File: src/rtl/ucsbece154b_victim_pkg.sv
// Shared types and size helpers for the L1-side victim swap controller.
package ucsbece154b_victim_pkg;

    localparam int unsigned LineWidth = 128;

    typedef logic [LineWidth-1:0] line_t;

    typedef enum logic [2:0] {
        StIdle,
        StLookup,
        StMemReq,
        StMemWait,
        StFill
    } swap_state_e;

    function automatic int unsigned calc_beats(input int unsigned line_w,
                                               input int unsigned mem_w);
        return line_w / mem_w;
    endfunction

    function automatic int unsigned calc_offset_width(input int unsigned line_w);
        return $clog2(line_w / 8);
    endfunction

endpackage

File: src/rtl/ucsbece154b_line_assembler.sv
// Collects MEM_WIDTH beats into one cache line; beat k lands at bits [k*MEM_WIDTH +: MEM_WIDTH].
module ucsbece154b_line_assembler
    import ucsbece154b_victim_pkg::*;
#(
    parameter int unsigned LINE_WIDTH = 128,
    parameter int unsigned MEM_WIDTH  = 32
) (
    input  logic                  clk_i,
    input  logic                  rst_i,
    input  logic                  clear_i,
    input  logic                  beat_valid_i,
    input  logic [MEM_WIDTH-1:0]  beat_i,
    output logic [LINE_WIDTH-1:0] line_o,
    output logic                  last_o
);

    localparam int unsigned Beats = calc_beats(LINE_WIDTH, MEM_WIDTH);
    localparam int unsigned CntW  = (Beats > 1) ? $clog2(Beats) : 1;
    localparam logic [CntW-1:0] LastCnt = CntW'(Beats - 1);

    logic [CntW-1:0]       cnt_q, cnt_d;
    logic [LINE_WIDTH-1:0] line_q, line_d;

    assign last_o = beat_valid_i && (cnt_q == LastCnt);
    assign line_o = line_q;

    always_comb begin
        cnt_d  = cnt_q;
        line_d = line_q;
        if (clear_i) begin
            cnt_d = '0;
        end else if (beat_valid_i) begin
            for (int unsigned k = 0; k < Beats; k++) begin
                if (cnt_q == CntW'(k)) begin
                    line_d[k*MEM_WIDTH +: MEM_WIDTH] = beat_i;
                end
            end
            cnt_d = last_o ? '0 : cnt_q + CntW'(1);
        end
    end

    always_ff @(posedge clk_i or posedge rst_i) begin
        if (rst_i) begin
            cnt_q  <= '0;
            line_q <= '0;
        end else begin
            cnt_q  <= cnt_d;
            line_q <= line_d;
        end
    end

endmodule

File: src/rtl/ucsbece154b_victim_swap_ctrl.sv
// L1 miss controller: victim cache lookup/swap, else beat-serial memory refill.
// Optional VICTIM_SWAP_STATS_EN adds saturating hit/miss counters.
module ucsbece154b_victim_swap_ctrl
    import ucsbece154b_victim_pkg::*;
#(
    parameter int unsigned ADDR_WIDTH = 56,
    parameter int unsigned LINE_WIDTH = 128,
    parameter int unsigned MEM_WIDTH  = 32
) (
    input  logic                  clk_i,
    input  logic                  rst_i,
    input  logic                  flush_i,
    input  logic                  miss_valid_i,
    output logic                  miss_ready_o,
    input  logic [ADDR_WIDTH-1:0] miss_addr_i,
    input  logic                  evict_valid_i,
    input  logic [ADDR_WIDTH-1:0] evict_addr_i,
    input  logic [LINE_WIDTH-1:0] evict_data_i,
    output logic                  fill_valid_o,
    output logic [ADDR_WIDTH-1:0] fill_addr_o,
    output logic [LINE_WIDTH-1:0] fill_data_o,
    output logic                  fill_from_vc_o,
    output logic                  vc_en_o,
    output logic                  vc_flush_o,
    output logic [ADDR_WIDTH-1:0] vc_raddr_o,
    input  logic                  vc_hit_i,
    input  logic [LINE_WIDTH-1:0] vc_rdata_i,
    output logic                  vc_we_o,
    output logic [ADDR_WIDTH-1:0] vc_waddr_o,
    output logic [LINE_WIDTH-1:0] vc_wdata_o,
    output logic                  mem_req_valid_o,
    input  logic                  mem_req_ready_i,
    output logic [ADDR_WIDTH-1:0] mem_req_addr_o,
    input  logic                  mem_rsp_valid_i,
    input  logic [MEM_WIDTH-1:0]  mem_rsp_data_i
`ifdef VICTIM_SWAP_STATS_EN
    ,
    output logic [31:0]           vc_hit_count_o,
    output logic [31:0]           vc_miss_count_o
`endif
);

    localparam int unsigned OffW = calc_offset_width(LINE_WIDTH);
    localparam logic [ADDR_WIDTH-1:0] OffMask =
        ~((ADDR_WIDTH'(1) << OffW) - ADDR_WIDTH'(1));

    swap_state_e           state_q;
    logic [ADDR_WIDTH-1:0] miss_addr_q, evict_addr_q, mem_req_addr_q;
    logic [LINE_WIDTH-1:0] evict_data_q, vc_line_q, asm_line;
    logic                  evict_valid_q, fill_valid_q, fill_from_vc_q;
    logic                  mem_req_valid_q, drop_q, vc_en_q, asm_last;

    ucsbece154b_line_assembler #(
        .LINE_WIDTH(LINE_WIDTH),
        .MEM_WIDTH (MEM_WIDTH)
    ) u_line_assembler (
        .clk_i       (clk_i),
        .rst_i       (rst_i),
        .clear_i     (state_q == StIdle && miss_valid_i),
        .beat_valid_i(state_q == StMemWait && mem_rsp_valid_i),
        .beat_i      (mem_rsp_data_i),
        .line_o      (asm_line),
        .last_o      (asm_last)
    );

    always_ff @(posedge clk_i or posedge rst_i) begin
        if (rst_i) begin
            state_q         <= StIdle;
            miss_addr_q     <= '0;
            evict_valid_q   <= 1'b0;
            evict_addr_q    <= '0;
            evict_data_q    <= '0;
            vc_line_q       <= '0;
            fill_valid_q    <= 1'b0;
            fill_from_vc_q  <= 1'b0;
            mem_req_valid_q <= 1'b0;
            mem_req_addr_q  <= '0;
            drop_q          <= 1'b0;
            vc_en_q         <= 1'b0;
        end else begin
            vc_en_q <= 1'b1;
            unique case (state_q)
                StIdle: begin
                    if (miss_valid_i) begin
                        miss_addr_q   <= miss_addr_i;
                        evict_valid_q <= evict_valid_i;
                        evict_addr_q  <= evict_addr_i;
                        evict_data_q  <= evict_data_i;
                        drop_q        <= 1'b0;
                        state_q       <= StLookup;
                    end
                end
                StLookup: begin
                    if (flush_i) begin
                        state_q <= StIdle;
                    end else if (vc_hit_i) begin
                        vc_line_q      <= vc_rdata_i;
                        fill_from_vc_q <= 1'b1;
                        fill_valid_q   <= 1'b1;
                        state_q        <= StFill;
                    end else begin
                        fill_from_vc_q  <= 1'b0;
                        mem_req_valid_q <= 1'b1;
                        mem_req_addr_q  <= miss_addr_q & OffMask;
                        state_q         <= StMemReq;
                    end
                end
                StMemReq: begin
                    // Once accepted, the beats must still be drained even if flushed.
                    if (mem_req_ready_i) begin
                        mem_req_valid_q <= 1'b0;
                        drop_q          <= flush_i;
                        state_q         <= StMemWait;
                    end else if (flush_i) begin
                        mem_req_valid_q <= 1'b0;
                        state_q         <= StIdle;
                    end
                end
                StMemWait: begin
                    if (flush_i) drop_q <= 1'b1;
                    if (asm_last) begin
                        if (drop_q || flush_i) begin
                            state_q <= StIdle;
                        end else begin
                            fill_valid_q <= 1'b1;
                            state_q      <= StFill;
                        end
                    end
                end
                StFill: begin
                    fill_valid_q <= 1'b0;
                    state_q      <= StIdle;
                end
                default: state_q <= StIdle;
            endcase
        end
    end

    assign miss_ready_o    = (state_q == StIdle) && !rst_i;
    assign fill_valid_o    = fill_valid_q && !flush_i;
    assign fill_addr_o     = miss_addr_q;
    assign fill_data_o     = fill_from_vc_q ? vc_line_q : asm_line;
    assign fill_from_vc_o  = fill_from_vc_q;
    assign vc_en_o         = vc_en_q;
    assign vc_flush_o      = flush_i;
    assign vc_raddr_o      = (state_q == StLookup) ? miss_addr_q : '0;
    assign vc_we_o         = (state_q == StLookup) && evict_valid_q && !flush_i;
    assign vc_waddr_o      = evict_addr_q;
    assign vc_wdata_o      = evict_data_q;
    assign mem_req_valid_o = mem_req_valid_q;
    assign mem_req_addr_o  = mem_req_addr_q;

`ifdef VICTIM_SWAP_STATS_EN
    logic [31:0] hit_cnt_q, miss_cnt_q;

    always_ff @(posedge clk_i or posedge rst_i) begin
        if (rst_i) begin
            hit_cnt_q  <= '0;
            miss_cnt_q <= '0;
        end else if (state_q == StLookup && !flush_i) begin
            if (vc_hit_i && hit_cnt_q != '1)        hit_cnt_q  <= hit_cnt_q + 32'd1;
            else if (!vc_hit_i && miss_cnt_q != '1) miss_cnt_q <= miss_cnt_q + 32'd1;
        end
    end

    assign vc_hit_count_o  = hit_cnt_q;
    assign vc_miss_count_o = miss_cnt_q;
`endif

endmodule

File: config.mk
export PLATFORM = sky130hd
export DESIGN_NAME = ucsbece154b_victim_swap_ctrl
export DESIGN_NICKNAME = d
export VERILOG_FILES = /design/src/rtl/ucsbece154b_victim_pkg.sv /design/src/rtl/ucsbece154b_line_assembler.sv /design/src/rtl/ucsbece154b_victim_swap_ctrl.sv
export SDC_FILE = /design/constraint.sdc
export NUM_CORES = 1
export LEC_CHECK = 0
export ABC_CLOCK_PERIOD_IN_PS = 26900
export BUFFER_PORTS_ARGS = -buffer_cell sky130_fd_sc_hd__buf_2
export CAP_MARGIN = 20
export CORE_AREA = 2 2 353 355
export DETAILED_ROUTE_END_ITERATION = 7
export DIE_AREA = 0 0 355 357
export PLACE_DENSITY_LB_ADDON = 0.15
export SLEW_MARGIN = 20
export SYNTH_ARGS = -nofsm -noshare
export SYNTH_HDL_FRONTEND = slang
export SYNTH_SLANG_ARGS = --single-unit
File: constraint.sdc
create_clock -name clk_i -period 26.9 [get_ports clk_i]
set_clock_uncertainty 0.1 [all_clocks]
set_input_delay 5.38 -clock clk_i [delete_from_list [all_inputs] [get_ports clk_i]]
set_output_delay 5.38 -clock clk_i [all_outputs]
set_load 0.02 [all_outputs]
# Word-level counts from Yosys, hierarchy flattened

Cells that the tools add are included.
W data, S select, Z words.

Add/sub/neg operators: 1
Equal/unequal tests: 16
Muxes and demuxes: 28
Bitwise gates (word level): 3
Reduce and logical (&&, ||, !) cells: 28

Operator list:

| cell                  | number |
|---|---|
| $mux W128             | 1 |
| $mux W56              | 1 |
| $mux W3               | 7 |
| $reduce_and A3 Y1     | 7 |
| $ne A2 B2 Y1 const B  | 7 |
| $mux W1               | 12 |
| $pmux W3 S4           | 1 |
| $reduce_and A4 Y1     | 2 |
| $logic_and A1 B1 Y1   | 7 |
| $eq A3 B2 Y1 const B  | 2 |
| $mux W2               | 3 |
| $pmux W1 S3           | 2 |
| $reduce_bool A3 Y1    | 2 |
| $reduce_and A5 Y1     | 1 |
| $eq A2 B2 Y1 const B  | 2 |
| $reduce_and A2 Y1     | 2 |
| $reduce_bool A2 Y1    | 2 |
| $eq A3 B1 Y1 const B  | 1 |
| $eq A3 B3 Y1 const B  | 1 |
| $logic_not A3 Y1      | 1 |
| $ne A3 B3 Y1 const B  | 1 |
| $not A1 Y1            | 3 |
| $add A2 B1 Y2 const B | 1 |
| $eq A2 B1 Y1 const B  | 1 |
| other kinds (5)       | 6 |

Register bits: 559
Input port bits: 408
Output and inout port bits: 487
Word-level logic and storage cells: 93

# Logic depth before layout (Yosys ltp)

Gate-level depths: netlist of run 1.

Depth in word-level cells: 6
Depth in mapped cells: 6
Gate-level depth less buffers: 4

# By module

Synthesis of run 1 repeated with hierarchy kept, for this count alone.

Cells, all modules: 1431
Area total of the unflattened synthesis: 23422.5 um^2

By module, submodules not included:

| module                       | times used | cells an instance | area each (um^2) |
|---|---|---|---|
| ucsbece154b_victim_swap_ctrl | 1          | 1143              | 18403.9 |
| ucsbece154b_line_assembler   | 1          | 288               | 5018.6 |

# Least setup slack after synthesis of run 1

OpenSTA, ideal clock, no wires.

Path type: input to output
From: input rst_i
To: output miss_ready_o
Arrival time: 6007 ps
Required time: 21420 ps
Slack: 15413 ps
Stages on the path: 1
Buffers on the path: 0
Cell sequence: nor4_1

Cells in the longest elaborated chain, start to end: 2

Ends and longest elaborated chain:

| what                       | RTL line                            | RTL |
|---|---|---|
| from (decl)                | ucsbece154b_victim_swap_ctrl.sv:11  | `input logic rst_i,` |
| $logic_not A1 Y1 (no line) | --                                  |  |
| $logic_and A1 B1 Y1        | ucsbece154b_victim_swap_ctrl.sv:139 | `assign miss_ready_o = (state_q == StIdle) && !rst_i;` |
| to (decl)                  | ucsbece154b_victim_swap_ctrl.sv:14  | `output logic miss_ready_o,` |

No other way between the ends.

# Final worst setup path of run 1

From: input flush_i
To: output vc_we_o

Cells in the longest elaborated chain, start to end: 2

Ends and longest elaborated chain:

| what                | RTL line                            | RTL |
|---|---|---|
| from (decl)         | ucsbece154b_victim_swap_ctrl.sv:12  | `input logic flush_i,` |
| $logic_not A1 Y1    | ucsbece154b_victim_swap_ctrl.sv:147 | `assign vc_we_o = (state_q == StLookup) && evict_valid_q && !flush_i;` |
| $logic_and A1 B1 Y1 | ucsbece154b_victim_swap_ctrl.sv:147 |  |
| to (decl)           | ucsbece154b_victim_swap_ctrl.sv:28  | `output logic vc_we_o,` |

No other way between the ends.

==> metrics list, run 1 <==
- The run finished with clean final reports.
* Violation count after the first detailed-route iteration: slightly below 600
- Fraction of layout instances using a drive strength above 1: between 60% and 70%
* Number of gates on the worst path with buffers counted: 4
- Via count of the first global-routing pass: roughly 17,000
- Worst Hold Path Cells: 1
* Worst hold path type: flop to flop
* Synth Cell Area: about 24,000 um2
- Detail-routed via count per cell: 3.85
- During synthesis, Yosys emitted a total of 0 warnings.
* Number of pins exceeding their max-slew limit in the final report: 0
* Total clock sinks: about 560
* Cell at the root of the clock tree: sky130_fd_sc_hd__clkbuf_16
- Average routed wire per standard cell: about 21 um
- Summed over all layers, the global routing overflow is 0.
- Number of failing setup endpoints in the final timing report: 0
* Final critical-path required period: 11.71 ns
- After detailed routing, the number of remaining DRC violations is 0.
- Buffers placed on the I/O ports in this run total a little under 900.
* Crit-path max FO: 7
* Synthesized area per cell: about 17 um2
* Initial standard-cell utilization of the core: 19.3%
- Clk slew on worst S/H paths: around 0.060 ns
* Arrival @ worst endpoint: between 6 and 7 ns
- In this run, synthesis produced a sequential element count of ~560.
* Wire length of the first global-routing pass: between 100 and 150 mm
- Half-perimeter wire length after placement: ~60 mm
- Leakage: 15.7 nW
- The top cell type by area accounts for 58.9% of the synthesized area.
- Pin count of the biggest net entering global routing: around 130
- Number of nets with antenna violations after routing: 0
* Layout overhead on the synthesized area: 35.4%
* Total of fill cells in the finished design: ~13,000
- Routability Congestion: between 0.8 and 0.9
* Pre-antenna DRT Iters: 4
* Slowest Stage Delay on Critical Path: about 0.26 ns
* Number of cells on the worst reg-to-reg path: 6
- Power density over cell area: ~140 nW/um2
- Worst Path Required: about 21 ns
* Gates resized, CTS repair: 0
- Max transition margin: between 30% and 40%
- TritonCTS built the clock tree.
- On the critical path, the stage with the largest delay is an instance of sky130_fd_sc_hd__inv_1.
* Die Outline Area: around 130,000 um2
- Cell repeated most along the worst path: sky130_fd_sc_hd__buf_2
- Number of nets in the finished design: between 2,000 and 3,000
- The final route contains ~16,000 vias.
- The worst setup path is of the primary input to output pin kind.
- Die X-Extent: approximately 360 um
* Floorplan Core Area: approximately 120,000 um2
- Worst-skew pair later-pin latency: ~0.63 ns
- Category of the worst setup path launch point: primary input
* Number of standard cells in the layout, taps in and fillers out: about 4,000
* CTS buffer count: 73
- The number of setup buffers added after CTS is 0.
* Leading area contributor after synthesis: sky130_fd_sc_hd__dfrtp_1
- Unrepaired setup endpoints after global routing: false
- Detailed-route wire length: about 84 mm
- The final number of hold-violating endpoints was 0.
- Sequential element share of the synthesized area: approximately three fifths
- Post-Syn Instances: between 1,000 and 1,500
- IR analysis of the VDD net gives a maximum drop of around 0.062 mV.
- The tool flagged a number of max-cap violations equal to 0.
- Cell Rows: approximately 130
* Period utilization: between 40% and 50%
- Max Buffers Root-to-Sink: 3
* Die outline height: approximately 360 um
* Transition time of the tightest slew-check pin: 1.03 ns
- The signal on the critical path passes through buf_2 -> inv_1 -> and3_1 -> buf_2.
* I/O pin count: 895
- Ranking of synthesized cells by area: sky130_fd_sc_hd__dfrtp_1 (59%), sky130_fd_sc_hd__mux2_2 (19%), sky130_fd_sc_hd__mux2_4 (9.3%)
- Critical path capture point type: output pin
- The initial antenna violation count was 32.
* H-tree Lvls: 3
- Buffers plus inverters on the worst setup path: 3
* Crit-path leading delay family: buffers and inverters
- Total global routing track utilization: between 10 and 15%
- Number of cells after detailed placement: slightly below 4,000
* Cell variety after synth: 36
* Hold buffer count at CTS: 0
- For this run, the top clock speed supported by timing is 85.4 MHz.
- For the final routed database, the setup TNS stands at 0 ns.
-- layer usage --
layer | routed length [um] | vias to the layer above | track usage (%)
li1 | - | 6859 | -
met1 | 32200 | 7809 | 14.4
met2 | 41500 | 629 | 22.2
met3 | 7230 | 166 | 4.88
met4 | 2820 | 38 | 4.70
met5 | 243 | - | 0
-- cell usage in the layout, fill, tap and decap left out, types with 3 or more instances in the layout --
cell	netlist	routed
sky130_fd_sc_hd__mux2_4	147	147
sky130_fd_sc_hd__nor2_1	7	7
sky130_fd_sc_hd__clkbuf_8	0	24
sky130_fd_sc_hd__clkbuf_16	0	76
sky130_fd_sc_hd__mux2_1	134	134
sky130_fd_sc_hd__clkinv_2	0	9
sky130_fd_sc_hd__ha_1	4	4
sky130_fd_sc_hd__conb_1	2	5
sky130_fd_sc_hd__clkbuf_1	12	13
sky130_fd_sc_hd__diode_2	0	8
sky130_fd_sc_hd__buf_4	8	13
sky130_fd_sc_hd__inv_1	5	4
sky130_fd_sc_hd__buf_2	17	890
sky130_fd_sc_hd__and2_1	56	56
sky130_fd_sc_hd__bufinv_16	0	3
sky130_fd_sc_hd__dfrtp_1	559	558
sky130_fd_sc_hd__mux2_2	396	396
sky130_fd_sc_hd__nand2_4	4	4
-- cell families after synthesis --
group	synth area share, %
buffers and inverters	3.64
flip-flops	58.9
AO/OA/AOI/OAI	0.432
multiplexers	34.4
other	0.0316
AND/OR/NAND/NOR	2.29
adder cells (fa/ha/maj)	0.211
-- stage by stage --
| stage | utilization (%) | total power (W) | hold slack (ns) | cell area, um2 | worst slack [ns] |
|---|---|---|---|---|---|
| after global routing | 26.1 | 0.00467 | 0.395 | 32100 | 15.14 |
| after global placement | 24.0 | 0.00343 | 0.363 | 29600 | 15.14 |
| final | 26.1 | 0.00440 | 0.378 | 32100 | 15.19 |
| after CTS | 26.1 | 0.00450 | 0.382 | 32100 | 15.15 |
| after detailed placement | 24.1 | 0.00345 | 0.369 | 29600 | 15.15 |
| after floorplan | - | 0.00274 | 0.359 | 23700 | 5.79 |
-- synthesized netlist by cell type --
| master | instances |
|---|---|
| sky130_fd_sc_hd__nor4b_2 | 1 |
| sky130_fd_sc_hd__mux2_4 | 147 |
| sky130_fd_sc_hd__and2_1 | 56 |
| sky130_fd_sc_hd__buf_4 | 8 |
| sky130_fd_sc_hd__nand2_1 | 2 |
| sky130_fd_sc_hd__nor4_1 | 1 |
| sky130_fd_sc_hd__nor3b_4 | 1 |
| sky130_fd_sc_hd__and3_1 | 1 |
| sky130_fd_sc_hd__clkbuf_1 | 12 |
| sky130_fd_sc_hd__o31ai_1 | 1 |
| sky130_fd_sc_hd__o2bb2ai_1 | 1 |
| sky130_fd_sc_hd__nor2_1 | 7 |
| sky130_fd_sc_hd__nor3b_2 | 1 |
| sky130_fd_sc_hd__buf_6 | 36 |
| sky130_fd_sc_hd__o21ai_0 | 2 |
| sky130_fd_sc_hd__a211o_1 | 2 |
| sky130_fd_sc_hd__nand3b_1 | 1 |
| sky130_fd_sc_hd__o21a_1 | 1 |
| sky130_fd_sc_hd__a22o_1 | 2 |
| sky130_fd_sc_hd__inv_1 | 5 |
| sky130_fd_sc_hd__nand2_4 | 4 |
| sky130_fd_sc_hd__a21oi_1 | 2 |
| sky130_fd_sc_hd__dfrtp_1 | 559 |
| sky130_fd_sc_hd__mux2_1 | 134 |
| sky130_fd_sc_hd__buf_2 | 17 |
| sky130_fd_sc_hd__conb_1 | 2 |
| sky130_fd_sc_hd__and4b_1 | 1 |
| sky130_fd_sc_hd__o2111ai_1 | 1 |
| sky130_fd_sc_hd__mux2_2 | 396 |
| sky130_fd_sc_hd__ha_1 | 4 |
| sky130_fd_sc_hd__nand2b_1 | 2 |
| sky130_fd_sc_hd__buf_12 | 5 |
| sky130_fd_sc_hd__nor3b_1 | 2 |
| sky130_fd_sc_hd__a211oi_1 | 2 |
| sky130_fd_sc_hd__nand3_2 | 1 |
| sky130_fd_sc_hd__buf_8 | 10 |
-- cell type report --
| cell class | instances | area, um2 | share of cell area, % |
|---|---|---|---|
| flip-flops and latches | 559 | 14000 | 43.6 |
| multi-input cells | 781 | 8910 | 27.7 |
| clock inverters | 17 | 209 | 0.650 |
| well taps | 1637 | 2050 | 6.38 |
| clock buffers | 113 | 2280 | 7.10 |
| inverters | 5 | 26.3 | 0.0818 |
| repair buffers | 907 | 4630 | 14.4 |
| diodes | 8 | 20.0 | 0.0623 |
-- state kept, by name (all words and copies together), names as in the netlist --
| signal | flops |
|---|---|
| u_line_assembler.line_o | 128 |
| vc_line_q | 128 |
| vc_wdata_o | 128 |
| fill_addr_o | 56 |
| vc_waddr_o | 56 |
| mem_req_addr_o | 52 |
| state_q | 3 |
| u_line_assembler.cnt_q | 2 |
| drop_q | 1 |
| evict_valid_q | 1 |
| fill_from_vc_o | 1 |
| fill_valid_q | 1 |
| mem_req_valid_o | 1 |
| vc_en_o | 1 |
-- worst paths after layout --
| path | from | end | slack (ns) |
|---|---|---|---|
| worst max-delay path | flush_i | vc_we_o | 15.19 |
| worst max register to register | state_q[1]$_DFFE_PP0P_ | vc_wdata_o[62]$_DFFE_PP0P_ | 21.74 |
| worst min-delay path | vc_wdata_o[90]$_DFFE_PP0P_ | vc_wdata_o[90]$_DFFE_PP0P_ | 0.38 |
| worst min register to register | vc_wdata_o[90]$_DFFE_PP0P_ | vc_wdata_o[90]$_DFFE_PP0P_ | 0.38 |
| min in group asynchronous | rst_i | fill_addr_o[45]$_DFFE_PP0P_ | 4.77 |
| max in group asynchronous | rst_i | vc_wdata_o[64]$_DFFE_PP0P_ | 19.12 |
-- power by group --
group	internal [W]	total, W	leakage (nW)	switching [W]
registers	0.00124	0.00150	6.76	0.000258
logic	0.000832	0.00189	7.74	0.00106
clock network	0.000613	0.00101	1.24	0.000392
(Power assumes the default switching activity.)
==> inputs of run 2 (changes only) <==
--- a/config.mk
+++ b/config.mk
@@ -5,12 +5,13 @@
 export SDC_FILE = /design/constraint.sdc
 export NUM_CORES = 1
 export LEC_CHECK = 0
-export ABC_CLOCK_PERIOD_IN_PS = 26900
+export ABC_AREA = 1
+export ABC_CLOCK_PERIOD_IN_PS = 12200
 export BUFFER_PORTS_ARGS = -buffer_cell sky130_fd_sc_hd__buf_2
 export CAP_MARGIN = 20
-export CORE_AREA = 2 2 353 355
+export CORE_AREA = 2 2 351 353
 export DETAILED_ROUTE_END_ITERATION = 7
-export DIE_AREA = 0 0 355 357
+export DIE_AREA = 0 0 353 355
 export PLACE_DENSITY_LB_ADDON = 0.15
 export SLEW_MARGIN = 20
 export SYNTH_ARGS = -nofsm -noshare
==> constraint.sdc (replaced) <==
create_clock -name clk_i -period 12.2 [get_ports clk_i]
set_clock_uncertainty 0.1 [all_clocks]
set_input_delay 2.44 -clock clk_i [delete_from_list [all_inputs] [get_ports clk_i]]
set_output_delay 2.44 -clock clk_i [all_outputs]
set_load 0.02 [all_outputs]
==> run 2 against run 1 <==
First-iteration DRC count rose by 85%. Wire length rose by 24%. Sequential power rose by 110%. Cell count rose by 31%. Via count rose by 32%. Clock-buffer cell count fell by 4. Sequential cell count did not move. Clock power rose by 120%. Total power rose by 100%. Area after synthesis fell by 3.3%. Critical path type unchanged. Highest routed layer unchanged.
==> metrics list, run 2 <==
- Post-CTS repair changed the size of 0 cells.
- Data on the critical path arrives at its endpoint at 3.28 ns.
- After synthesis, the share of flip-flops with an asynchronous set or reset is between 90% and 100%.
* Multi-input combinational cell area: ~7000 um2
- Crit-path max FO: 6
* Number of failing setup endpoints in the final timing report: 0
- Final hold violation count: 0
- Number of antenna violations at the first check in global routing: 68
- The finished cells cover 31,500 um2.
- Top post-synthesis cells by count: sky130_fd_sc_hd__nand2_1 (1,157), sky130_fd_sc_hd__dfrtp_1 (559), sky130_fd_sc_hd__o21ai_0 (343)
- Based on the critical path, the design can be clocked at up to about 170 MHz.
* Category of the worst setup path launch point: primary input
* Number of pins exceeding their max-slew limit in the final report: 0
- Die outline height: 355 um
- The cell area that synthesis handed to floorplanning was ~23,000 um2.
- Number of remaining DRC errors: 0
- From synthesis to final layout, the design area changed by 37.2%.
* Grt total ovfl: 0
* Total of fill cells in the finished design: between 10,000 and 15,000
- Worst hold path type: flop to flop
- The HPWL after detailed placement is approximately 78 mm.
- Counting I/O delays and the setup requirement, the final critical path takes 5.82 ns.
- In this run the remaining antenna-violating nets after routing total 0.
* Setup TNS Final: 0 ns
- Of the synthesized area, sequential elements account for 61.0%.
- Cell Rows: between 100 and 150
- Setup repair after global routing left no endpoint under its margin.
- The setup path with the least slack is of type primary input to output pin.
- After clock tree synthesis, the clock-pin slew on the worst setup and hold paths is approximately 0.05 ns.
- The first global-routing pass estimated 150 mm of wire.
* Max transition margin: 31.5%
- Area after detailed placement: approximately 29,000 um2
- For this design the static power due to leakage is approximately 18 nW.
- At the end of the flow, the number of nets in the layout was 3,985.
* Average routed wire per standard cell: between 15 and 20 um
- Once the clock tree was built, the setup fixing pass inserted 0 buffers.
* Most frequent cell after synthesis: sky130_fd_sc_hd__nand2_1
- Fraction of layout instances using a drive strength above 1: approximately 29%
- Portion of synthesized cell area occupied by the leading cell type: about three fifths
- The clock drives between 500 and 600 sinks.
- Detailed routing inserted a total of 20,500 vias.
- Violation count after the first detailed-route iteration: between 1,000 and 1,500
- Worst Path Required: 9.66 ns
- Register Area: 14,000 um2
* Post-Syn Instances: between 2,000 and 3,000
* Count of input and output buffers: 890
- Post-placement worst setup slack: between 6 and 7 ns
- Setup slack after layout: around 6.4 ns
- Cell at the root of the clock tree: sky130_fd_sc_hd__clkbuf_16
- Global routing used 16.4% of the available tracks.
- Power density over cell area: approximately 280 nW/um2
* Most frequent standard cell in the layout excluding fill and tap cells: sky130_fd_sc_hd__nand2_1
* I/O pin count: just under 900
- CTS buffer count: 75
* Period utilization: a little under half
- Max Buffers Root-to-Sink: 3
* Synthesized area per cell: 8.38 um2
- The worst setup path is captured at an output pin.
- Via count of the first global-routing pass: approximately 21,000
- Pre-antenna DRT Iters: 5
- The clock reaches the later pin of the worst-skew pair after between 0.6 and 0.7 ns.
- Across the VDD grid, the largest voltage drop is around 0.11 mV.
- Die X-Extent: 353 um
- The initial utilization of the core area, before any placement, comes to a little under a fifth.
- Warnings from Yosys: 0
- Number of synthesized register bits: around 560
- For the pin with the worst max-slew slack, the measured transition is 1.03 ns.
* Pin count of the biggest net entering global routing: approximately 280
- TritonCTS built the clock tree.
- The clock tree synthesis step divided the H-tree into 3 levels.
* Floorplan Core Area: 121,000 um2
- Ranked by total cell area, the synthesized netlist is headed by sky130_fd_sc_hd__dfrtp_1 (61%), sky130_fd_sc_hd__nand2_1 (19%), sky130_fd_sc_hd__o21ai_0 (7.5%).
- The tool flagged a number of max-cap violations equal to 0.
- Ys flop type: sky130_fd_sc_hd__dfrtp_1
- At the end of routability-driven placement, the weighted congestion stood at roughly 0.87.
* Die Outline Area: ~130,000 um2
- Most frequent cells in the layout: sky130_fd_sc_hd__nand2_1 (1,157), sky130_fd_sc_hd__buf_2 (890), sky130_fd_sc_hd__dfrtp_1 (558), sky130_fd_sc_hd__o21ai_0 (343), sky130_fd_sc_hd__inv_1 (286)
- Detail-routed via count per cell: around 3.9
- In this run, synthesis inferred 0 flip-flops with an integrated enable.
* Hold buffer count at CTS: 0
* Leading area contributor after synthesis: sky130_fd_sc_hd__dfrtp_1
* Run status: finished, final reports clean
- Cell variety after synth: 23
- After detailed routing, the total wire length is between 100 and 150 mm.
## run 2: metrics by stage
step	hold WS, ns	power, W	utilization, %	std cells
2_1_floorplan	0.341	0.00521	-	2742
3_3_place_gp	0.353	0.00679	23.8	5120
3_5_place_dp	0.358	0.00680	23.8	5120
4_1_cts	0.372	0.00914	25.9	5253
5_1_grt	0.382	0.00960	25.9	5267
6_report	0.367	0.00894	25.9	5274
## run 2: logic make-up (layout without fill, tap and decap cells)
group / after synthesis / count (layout) / synth area share (%)
AOI/OAI and AO/OA: 425 / 425 / 9.27
and+or+nand+nor: 1303 / 1303 / 21.6
adders and majority gates: 4 / 4 / 0.218
other: 2 / 25 / 0.0327
buffers and inverters: 446 / 1333 / 7.97
DFF: 559 / 559 / 61.0
## run 2: power by group
group          switching [W]  internal (W)  total, W
combinational        0.00258       0.00104   0.00361
sequential          0.000439       0.00264   0.00308
clock               0.000898       0.00136   0.00225
total                0.00391       0.00503   0.00894
## run 2: area by class of cell
type                            instances  area share (%)
Antenna cell                           20           0.159
Inverter                              291            3.50
Tap cell                             1625            6.46
Timing Repair Buffer                  909            14.8
Multi-Input combinational cell       1737            22.8
Clock buffer                          109            6.85
Sequential cell                       559            44.4
Clock inverter                         24            1.01
## run 2: final timing paths
check	start	endpoint	slack, ns	cells past startpoint
worst max-delay path	flush_i	vc_we_o	6.38	5
worst max register to register	state_q[1]$_DFFE_PP0P_	vc_line_q[107]$_DFFE_PP0P_	8.40	11
worst min-delay path	vc_line_q[83]$_DFFE_PP0P_	vc_line_q[83]$_DFFE_PP0P_	0.37	2
worst min register to register	vc_line_q[83]$_DFFE_PP0P_	vc_line_q[83]$_DFFE_PP0P_	0.37	2
min in group asynchronous	rst_i	vc_wdata_o[10]$_DFFE_PP0P_	1.91	3
max in group asynchronous	rst_i	vc_line_q[55]$_DFFE_PP0P_	7.89	5
## run 2: per-layer routing
layer  track usage [%]  wire length, um
met5                 0              233
met4              6.16             3260
met3              6.03             8690
met2              27.6            50700
met1              19.1            41500
## run 2: worst max-delay path: stages
cell and delay [ns]:
sky130_fd_sc_hd__buf_2 0.16, sky130_fd_sc_hd__inv_1 0.16, sky130_fd_sc_hd__nand2_1 0.18, sky130_fd_sc_hd__nor2_1 0.12
sky130_fd_sc_hd__buf_2 0.21
